==> src/rtl/ecpu_lsu_pkg.sv <==
// ecpu_lsu_pkg: shared types and defaults for the eCPU load/store unit.
package ecpu_lsu_pkg;
   typedef enum logic [1:0] {MEM_BYTE = 2'b00, MEM_HALF = 2'b01, MEM_WORD = 2'b10} mem_size_t;
   typedef enum logic [1:0] {IDLE, BUS, RESP} lsu_state_t;
   localparam int LSU_TIMEOUT_DEFAULT = 16;
endpackage

==> src/rtl/lsu_align.sv <==
// lsu_align: byte-lane steering for stores and lane extract/extension for loads.
module lsu_align
   import ecpu_lsu_pkg::*;
(
   input  logic [1:0]  i_size,
   input  logic [1:0]  i_off,
   input  logic        i_uns,
   input  logic [31:0] i_wdata,
   input  logic [31:0] i_rdata,
   output logic [3:0]  o_sel,
   output logic [31:0] o_wdata,
   output logic [31:0] o_rdata,
   output logic        o_misalign
);
   logic [7:0]  w_b;
   logic [15:0] w_h;
   always_comb begin
      w_b        = i_rdata[{i_off, 3'b000} +: 8];
      w_h        = i_off[1] ? i_rdata[31:16] : i_rdata[15:0];
      o_misalign = (i_size == MEM_HALF && i_off[0]) || (i_size == MEM_WORD && i_off != 2'b00) ||
                   i_size == 2'b11;
      o_sel      = i_size == MEM_BYTE ? 4'b0001 << i_off :
                   i_size == MEM_HALF ? 4'b0011 << i_off :
                   i_size == MEM_WORD ? 4'b1111 : 4'b0000;
      o_wdata    = i_size == MEM_BYTE ? {4{i_wdata[7:0]}} :
                   i_size == MEM_HALF ? {2{i_wdata[15:0]}} : i_wdata;
      o_rdata    = i_size == MEM_BYTE ? {{24{!i_uns && w_b[7]}}, w_b} :
                   i_size == MEM_HALF ? {{16{!i_uns && w_h[15]}}, w_h} : i_rdata;
   end
endmodule

==> src/rtl/load_store_unit.sv <==
// load_store_unit: eCPU memory stage; turns one load/store into a Wishbone classic
// cycle with lane steering, load extension and misalign/error/timeout faults.
module load_store_unit
   import ecpu_lsu_pkg::*;
#(
   parameter int ADDR_WIDTH     = 32,
   parameter int DATA_WIDTH     = 32,
   parameter int TIMEOUT_CYCLES = LSU_TIMEOUT_DEFAULT
) (
   input  logic                    clk_i,
   input  logic                    rst_i,
   input  logic                    req_i,
   input  logic                    we_i,
   input  logic [1:0]              size_i,
   input  logic                    unsigned_i,
   input  logic [ADDR_WIDTH-1:0]   addr_i,
   input  logic [DATA_WIDTH-1:0]   wdata_i,
   output logic                    stall_o,
   output logic                    done_o,
   output logic [DATA_WIDTH-1:0]   rdata_o,
   output logic                    misalign_o,
   output logic                    bus_err_o,
   output logic                    wb_cyc_o,
   output logic                    wb_stb_o,
   output logic                    wb_we_o,
   output logic [ADDR_WIDTH-1:0]   wb_adr_o,
   output logic [DATA_WIDTH-1:0]   wb_dat_o,
   output logic [DATA_WIDTH/8-1:0] wb_sel_o,
   input  logic                    wb_ack_i,
   input  logic [DATA_WIDTH-1:0]   wb_dat_i,
   input  logic                    wb_err_i
);
   localparam logic [31:0] TO_LAST = 32'(TIMEOUT_CYCLES - 1);
   lsu_state_t r_state, w_next;
   logic r_we, r_uns;
   logic [1:0] r_size, r_off;
   logic [31:0] r_cnt;
   logic w_idle, w_bus, w_mis, w_to, w_fin;
   logic [DATA_WIDTH/8-1:0] w_sel;
   logic [DATA_WIDTH-1:0] w_wdata, w_ext;
   assign w_idle  = r_state == IDLE;
   assign w_bus   = r_state == BUS;
   assign w_to    = TIMEOUT_CYCLES > 0 && r_cnt == TO_LAST;
   assign w_fin   = wb_err_i || wb_ack_i || w_to;
   assign stall_o = (w_idle && req_i) || w_bus;
   // Live request fields steer the store side in IDLE; latched fields drive the load extract.
   lsu_align u_align (
      .i_size     (w_idle ? size_i : r_size),
      .i_off      (w_idle ? addr_i[1:0] : r_off),
      .i_uns      (r_uns),
      .i_wdata    (wdata_i),
      .i_rdata    (wb_dat_i),
      .o_sel      (w_sel),
      .o_wdata    (w_wdata),
      .o_rdata    (w_ext),
      .o_misalign (w_mis)
   );
   always_comb begin
      w_next = w_idle ? (req_i ? (w_mis ? RESP : BUS) : IDLE) : w_bus ? (w_fin ? RESP : BUS) : IDLE;
   end
   always_ff @(posedge clk_i) begin
      r_state <= rst_i ? IDLE : w_next;
   end
   always_ff @(posedge clk_i) begin
      if (rst_i) begin
         {wb_cyc_o, wb_stb_o, wb_we_o, done_o, misalign_o, bus_err_o} <= '0;
         wb_adr_o <= '0;
         wb_dat_o <= '0;
         wb_sel_o <= '0;
         rdata_o  <= '0;
         r_we     <= 1'b0;
         r_uns    <= 1'b0;
         r_size   <= '0;
         r_off    <= '0;
         r_cnt    <= '0;
      end else begin
         done_o     <= 1'b0;
         misalign_o <= 1'b0;
         bus_err_o  <= 1'b0;
         rdata_o    <= '0;
         if (w_idle && req_i) begin
            r_we       <= we_i;
            r_uns      <= unsigned_i;
            r_size     <= size_i;
            r_off      <= addr_i[1:0];
            done_o     <= w_mis;
            misalign_o <= w_mis;
            wb_cyc_o   <= !w_mis;
            wb_stb_o   <= !w_mis;
            wb_we_o    <= !w_mis && we_i;
            wb_adr_o   <= w_mis ? '0 : {addr_i[ADDR_WIDTH-1:2], 2'b00};
            wb_sel_o   <= w_mis ? '0 : w_sel;
            wb_dat_o   <= w_mis ? '0 : w_wdata;
         end
         if (w_bus) begin
            r_cnt <= w_fin ? '0 : r_cnt + 1'b1;
            if (w_fin) begin
               {wb_cyc_o, wb_stb_o, wb_we_o} <= '0;
               wb_adr_o  <= '0;
               wb_dat_o  <= '0;
               wb_sel_o  <= '0;
               done_o    <= 1'b1;
               bus_err_o <= wb_err_i || !wb_ack_i;
               rdata_o   <= (wb_ack_i && !wb_err_i && !r_we) ? w_ext : '0;
            end
         end
      end
   end
endmodule

==> config.mk <==
export PLATFORM = sky130hd
export DESIGN_NAME = load_store_unit
export DESIGN_NICKNAME = d
export VERILOG_FILES = /design/src/rtl/ecpu_lsu_pkg.sv /design/src/rtl/lsu_align.sv /design/src/rtl/load_store_unit.sv
export SDC_FILE = /design/constraint.sdc
export NUM_CORES = 1
export LEC_CHECK = 0
export CAP_MARGIN = 25
export CORE_ASPECT_RATIO = 1.5
export CORE_MARGIN = 1
export CORE_UTILIZATION = 60
export DETAILED_ROUTE_END_ITERATION = 8
export DONT_BUFFER_PORTS = 1
export PLACE_DENSITY = 0.76
export SYNTH_ARGS = -nofsm -noshare
export SYNTH_HDL_FRONTEND = slang
export SYNTH_SLANG_ARGS = --single-unit
export TNS_END_PERCENT = 10
==> constraint.sdc <==
create_clock -name clk_i -period 3.25 [get_ports clk_i]
set_input_delay 0.4875 -clock clk_i [delete_from_list [all_inputs] [get_ports clk_i]]
set_output_delay 0.4875 -clock clk_i [all_outputs]
set_load 0.01 [all_outputs]
==> results of run 1 <==
power by group through the flow:
stage	clock network [mW]	registers [mW]	logic, mW
3_3_place_gp	0	2.05	0.776
3_5_place_dp	0	2.05	0.806
6_report	2.10	2.01	0.816
5_1_grt	2.20	2.03	0.891
4_1_cts	2.12	2.01	0.813
2_1_floorplan	0	2.02	0.726
registers in the layout, indices dropped and copies added, names as in the netlist, 2 cells and up:
signal	cells
r_state	2
wb_adr_o	32
r_cnt	32
wb_sel_o	4
rdata_o	32
r_off	2
r_size	2
wb_dat_o	32
cells in the final DEF, fill, tap and decap left out, drive strengths merged, types with 2 or more instances in the layout:
| master | instances |
|---|---|
| xor2 | 16 |
| nor2b | 2 |
| o21ai | 28 |
| or3b | 3 |
| a22oi | 10 |
| o21a | 2 |
| and4 | 3 |
| nor4b | 2 |
| buf | 10 |
| inv | 16 |
| nand2b | 2 |
| mux4 | 3 |
| nand3 | 74 |
| mux2 | 16 |
| a211o | 8 |
| nor2 | 60 |
| dfxtp | 146 |
| clkbuf | 17 |
| nand2 | 122 |
| mux2i | 21 |
| and2 | 5 |
| bufinv | 3 |
| a211oi | 10 |
| or2 | 2 |
| nor3 | 11 |
| a32o | 4 |
| and3 | 4 |
| nor3b | 2 |
| o211ai | 3 |
| a21oi | 94 |
| nand4 | 11 |
| o31a | 2 |
| nor4 | 10 |
| xnor2 | 15 |
area by class of cell:
class	count	area, sq um	area share
Multi-Input combinational cell	555	3530	0.479
Sequential cell	146	2920	0.396
Clock buffer	17	425	0.0577
Clock inverter	15	210	0.0285
Tap cell	147	184	0.0249
Timing Repair Buffer	10	87.6	0.0119
Inverter	4	15.0	0.00204
kinds of logic (layout without fill, tap and decap cells):
logic type,after synthesis,count (layout),share of synthesized area
AND/OR/NAND/NOR,317,317,0.245
AO/OA/AOI/OAI,166,166,0.163
flip-flops,146,146,0.432
buffers and inverters,60,46,0.0505
multiplexers,40,40,0.0677
XOR/XNOR,31,31,0.0401
adder cells (fa/ha/maj),1,1,0.00185
per-layer routing:
layer  up-vias  GRT usage  wire length [um]
li1       2618          -                 -
met1      2645      0.323              6300
met2       235      0.499              8630
met3        35     0.0920              1290
met4         0      0.140               527
met5         -          0                 0
critical path, delay by kind of cell, from the launching register on:
| kind | cells | cell delay [ns] |
|---|---|---|
| and+or+nand+nor | 1 | 0.41 |
| DFF | 1 | 0.46 |
| AOI/OAI and AO/OA | 4 | 1.55 |
metrics by stage:
stage / area, sq um / power, mW
finish: 7370 / 4.93
floorplan: 6770 / 2.74
global placement: 6740 / 2.83
detailed placement: 6740 / 2.86
global route: 7370 / 5.12
CTS: 7370 / 4.95
final timing paths:
check / startpoint / end / slack [ns] / cells past startpoint
max: r_state[0]$_SDFF_PP0_ / rdata_o[28]$_SDFF_PP0_ / 0.68 / 5
min: rst_i / misalign_o$_SDFF_PP0_ / 0.13 / 1
max reg2reg: r_state[0]$_SDFF_PP0_ / rdata_o[28]$_SDFF_PP0_ / 0.68 / 5
min reg2reg: r_we$_SDFFE_PP0P_ / r_we$_SDFFE_PP0P_ / 0.47 / 2
==> impl_metrics.tcl, run 1 <==
set metrics [dict create \
    postCtsSetupRepairBufs 0 \
    post_drt_wl_per_cell_um 18.7 \
    design.final.nets 840 \
    stdcell_count 894 \
    first_global_vias 5502 \
    cts.root.buffer_cell "sky130_fd_sc_hd__clkbuf_16" \
    clockPowerShare 0.426 \
    yosys.area.top_type_share 0.432 \
    cts_hold_buf 0 \
    seq_power_share 0.408 \
    cellLeakagePower_nw 2.56 \
    number_of_antenna_violations_at_the_first_check_in_global_routing 0 \
    synth_commonest_cells "sky130_fd_sc_hd__dfxtp_1 (146), sky130_fd_sc_hd__nand2_1 (121), sky130_fd_sc_hd__a21oi_1 (74)" \
    cts.repair.resized 0 \
    worst_setup_path_start_kind "flop" \
    floorplan.die_area_sq_um 11700 \
    holdWs_ns 0.130 \
    cts_inserted_buffers 17 \
    number_of_synthesized_flops_with_an_enable_pin 0 \
    initial_core_util 0.616 \
    detail_route.wirelength_um 16700 \
    postLayoutCoreUtil 0.670 \
    postSynthCellCount 761 \
    antenna_diode_count 0 \
    synth-seq-cells 146 \
    mappedNetlistNets 867 \
    num_clock_sinks 146 \
    floorplan.io_pins 212 \
    chipHeight_um 132 \
    cp_data_arrival_time_ns 2.85 \
    viasPerCell 6.19 \
    power_density_nw_per_um2 669 \
    grt_max_degree 57 \
    synth.top_cells.by_area "sky130_fd_sc_hd__dfxtp_1 (43%), sky130_fd_sc_hd__nand2_1 (6.7%), sky130_fd_sc_hd__a21oi_1 (5.5%), sky130_fd_sc_hd__nand3_2 (4.3%), sky130_fd_sc_hd__nand3_1 (3.3%)" \
    synth_sequential_area_ratio 0.432 \
    timing.critical_path.fanout_max 23 \
    final.min_clock_period_ns 2.57 \
    cpPeakStageDelay_ns 0.66 \
    cts_clk_pin_slew_worst_paths_ns 0.07 \
    timing_worst_slew_pin_value_ns 0.770 \
    final_hold_fails 0 \
    setup_viol 0 \
    critPathSlowestCell "sky130_fd_sc_hd__o31ai_4" \
    placeableCoreArea_sq_um 11000 \
    crit_chain "nor2_1 > o31a_2 > a211oi_4 > o31ai_4 > a21oi_1" \
    grt_first_pass_wirelength_um 26700 \
    drtPass1Iterations 5 \
    drt_first_iter_violations 313 \
    place_congestion 0.903 \
    preCtsSetupSlack_ns 0.725 \
    postSynth.topFlopCell "sky130_fd_sc_hd__dfxtp_1" \
    end_kind "flop" \
    die_width_um 88.7 \
    cts.htree.levels 4 \
    fp-row-count 47 \
    final.setup_skew_ns 0.00979 \
    post_layout_worst_setup_margin_ns 0.684 \
    total_switching_power_mw 1.50 \
    drcViolationCount 0 \
    track_usage 0.293 \
    critical_path_class "reg2reg" \
    fin_crit_sh 0.790 \
    place.detailed.instances 862 \
    p_int_mw 3.43 \
    min_path_type "in2reg" \
    postSynth.asyncResetShare 0 \
    grt_overflow_total 0 \
    slew_headroom 0.486 \
    final.fill_count 881 \
    vias 5533 \
    critPathRequiredTime_ns 3.54 \
    tns_ns 0 \
    cts_buffer_depth 2 \
    ys.warnings.count 0 \
    cap_violations 0 \
    clk_latency_ns 0.43 \
    grt_setup_unrepaired "false" \
    synthDominantAreaCellType "sky130_fd_sc_hd__dfxtp_1" \
    syn2layout_area_growth_pct 8.93 \
    detail-route-antenna-nets 0 \
    timing.fmax_mhz 390 \
    power_frac_comb 0.165 \
    post_route_cells_drive_above_1_share 0.177 \
    dp_hpwl_um 11700 \
    yosysMostFrequentCell "sky130_fd_sc_hd__dfxtp_1" \
    tritoncts_clock_tree "yes" \
    post_synth_instance_area_sq_um 6770 \
    run_status "finished, final reports clean" \
    io_buffer_count 0 \
    drv_slew 0 \
    synth.distinct_cells 61 \
    switching_share 0.304 \
    avgSynthCellArea_sq_um 8.89 \
    vdd.ir_drop.worst_uv 507 \
]
No activity file was read; power rests on OpenSTA's default activity.
==> run 2, diff against run 1 <==
==> constraint.sdc (replaced) <==
create_clock -name clk_i -period 2.53 [get_ports clk_i]
set_input_delay 0.3795 -clock clk_i [delete_from_list [all_inputs] [get_ports clk_i]]
set_output_delay 0.3795 -clock clk_i [all_outputs]
set_load 0.01 [all_outputs]
==> run 2 against run 1 <==
- total power grew 25%
- critical path type is now reg2out
- count of clock-buffer cells in the layout is the same
- utilization grew 0.71 points
- critical path depth shrank 1
- combinational power grew 36%
- final cell count grew 1.3%
- global-route usage grew 0.22 points
- non-clock buffer count grew 12
==> impl_metrics.tcl, run 2 (synthesis gave the netlist of run 1 again) <==
set metrics [dict create \
    global_route_layer_with_the_greatest_usage "met2" \
    cts.htree.levels 4 \
    die_width_um 88.7 \
    post_layout_worst_setup_margin_ns 0.204 \
    gr-usage-met1 0.337 \
    min_path_type "in2reg" \
    vias 5646 \
    cts_inserted_buffers 17 \
    io_buffer_count 0 \
    cts_hold_buf 0 \
    power.total_mw 6.16 \
    end_kind "primary output" \
    stdcell_count 906 \
    postCtsSetupRepairBufs 0 \
    cts_clk_pin_slew_worst_paths_ns 0.07 \
    final.min_clock_period_ns 2.33 \
    postLayoutCoreUtil 0.678 \
    first_global_vias 5493 \
    drtPass1Iterations 6 \
    tritoncts_clock_tree "yes" \
    finish.instance_area_sq_um 7450 \
    layout_common_cells "sky130_fd_sc_hd__dfxtp_1 (146), sky130_fd_sc_hd__nand2_1 (120), sky130_fd_sc_hd__a21oi_1 (74)" \
    hold_path_depth 1 \
    power_density_nw_per_um2 827 \
    floorplan.io_pins 212 \
    preCtsSetupSlack_ns 0.271 \
    cts.root.buffer_cell "sky130_fd_sc_hd__clkbuf_16" \
    run_status "finished, final reports clean" \
    setup_viol 0 \
    post_drt_wl_per_cell_um 18.8 \
    timing.critical_path.fanout_max 23 \
    viasPerCell 6.23 \
    grt_setup_unrepaired "false" \
    place_congestion 0.899 \
    holdWs_ns 0.0134 \
    grt_max_degree 43 \
    placeableCoreArea_sq_um 11000 \
    reg2regPathDepth 5 \
    cap_violations 0 \
    fp-row-count 47 \
    slew_headroom 0.542 \
    floorplan.die_area_sq_um 11700 \
    fin_crit_sh 0.919 \
    vdd.ir_drop.worst_uv 535 \
    detail-route-antenna-nets 0 \
    drt_first_iter_violations 313 \
    number_of_antenna_violations_at_the_first_check_in_global_routing 0 \
    grt_first_pass_wirelength_um 26900 \
    critPathRequiredTime_ns 2.15 \
    track_usage 0.295 \
    grtUsageMet2 0.495 \
    drv_slew 0 \
    tns_ns 0 \
    initial_core_util 0.616 \
    timing.fmax_mhz 430 \
    final_hold_fails 0 \
    critical_path_class "reg2out" \
    syn2layout_area_growth_pct 10.1 \
    cts.repair.resized 0 \
    final_common_cell "sky130_fd_sc_hd__dfxtp_1" \
    grt_overflow_total 0 \
    design.final.nets 852 \
    worst_setup_path_start_kind "flop" \
    detail_route.wirelength_um 17000 \
    drcViolationCount 0 \
    clk_latency_ns 0.43 \
    post_route_cells_drive_above_1_share 0.190 \
    placedInstanceArea_sq_um 6870 \
    chipHeight_um 132 \
    groute.layer.met3.usage 0.0952 \
    cts_buffer_depth 2 \
    dp_hpwl_um 12100 \
    antenna_diode_count 0 \
    cp_data_arrival_time_ns 1.95 \
    cellLeakagePower_nw 2.60 \
    final.setup_skew_ns 0.0129 \
    final.fill_count 860 \
    timing_worst_slew_pin_value_ns 0.687 \
    place.detailed.instances 874 \
    num_clock_sinks 146 \
]
-- run 2: changes by cell type in the layout (fill, tap and decap cells not counted), sizes merged --
cell	delta
inv	-1
bufinv	-3
clkinvlp	+1
buf	+12
clkinv	+3
-- run 2: power breakdown --
group | internal, mW | switching (mW)
Combinational | 0.418 | 0.690
Clock | 1.33 | 1.14
Sequential | 2.43 | 0.161
Total | 4.17 | 1.99
-- run 2: path summary, 6_finish.rpt --
path	from	to	slack, ns
setup / recovery	r_state[0]$_SDFF_PP0_	stall_o	0.20
hold reg to reg	r_we$_SDFFE_PP0P_	r_we$_SDFFE_PP0P_	0.46
setup reg to reg	r_state[0]$_SDFF_PP0_	rdata_o[31]$_SDFF_PP0_	0.24
hold / removal	rst_i	r_uns$_SDFFE_PP0P_	0.01
-- run 2: critical path, cell delays in order (launching register included) --
cell                      delay, ns
sky130_fd_sc_hd__dfxtp_1       0.64
sky130_fd_sc_hd__nor2_1        0.13
sky130_fd_sc_hd__buf_4         0.18
sky130_fd_sc_hd__nand2_2       0.36
sky130_fd_sc_hd__nand2_1       0.21
-- run 2: final cells by class --
cell class / count / area (sq um) / share of cell area
clock inverters: 15 / 160 / 0.0215
multi-input cells: 555 / 3530 / 0.474
inverters: 4 / 15.0 / 0.00202
well taps: 147 / 184 / 0.0247
repair buffers: 22 / 215 / 0.0289
flip-flops and latches: 146 / 2920 / 0.392
clock buffers: 17 / 425 / 0.0571
-- run 2: routing by layer --
layer	wire length (um)	share of wire	vias up
met5	0	0	-
met4	451	0.027	0
met3	1470	0.086	45
met2	8670	0.51	276
met1	6420	0.38	2681
li1	-	-	2644
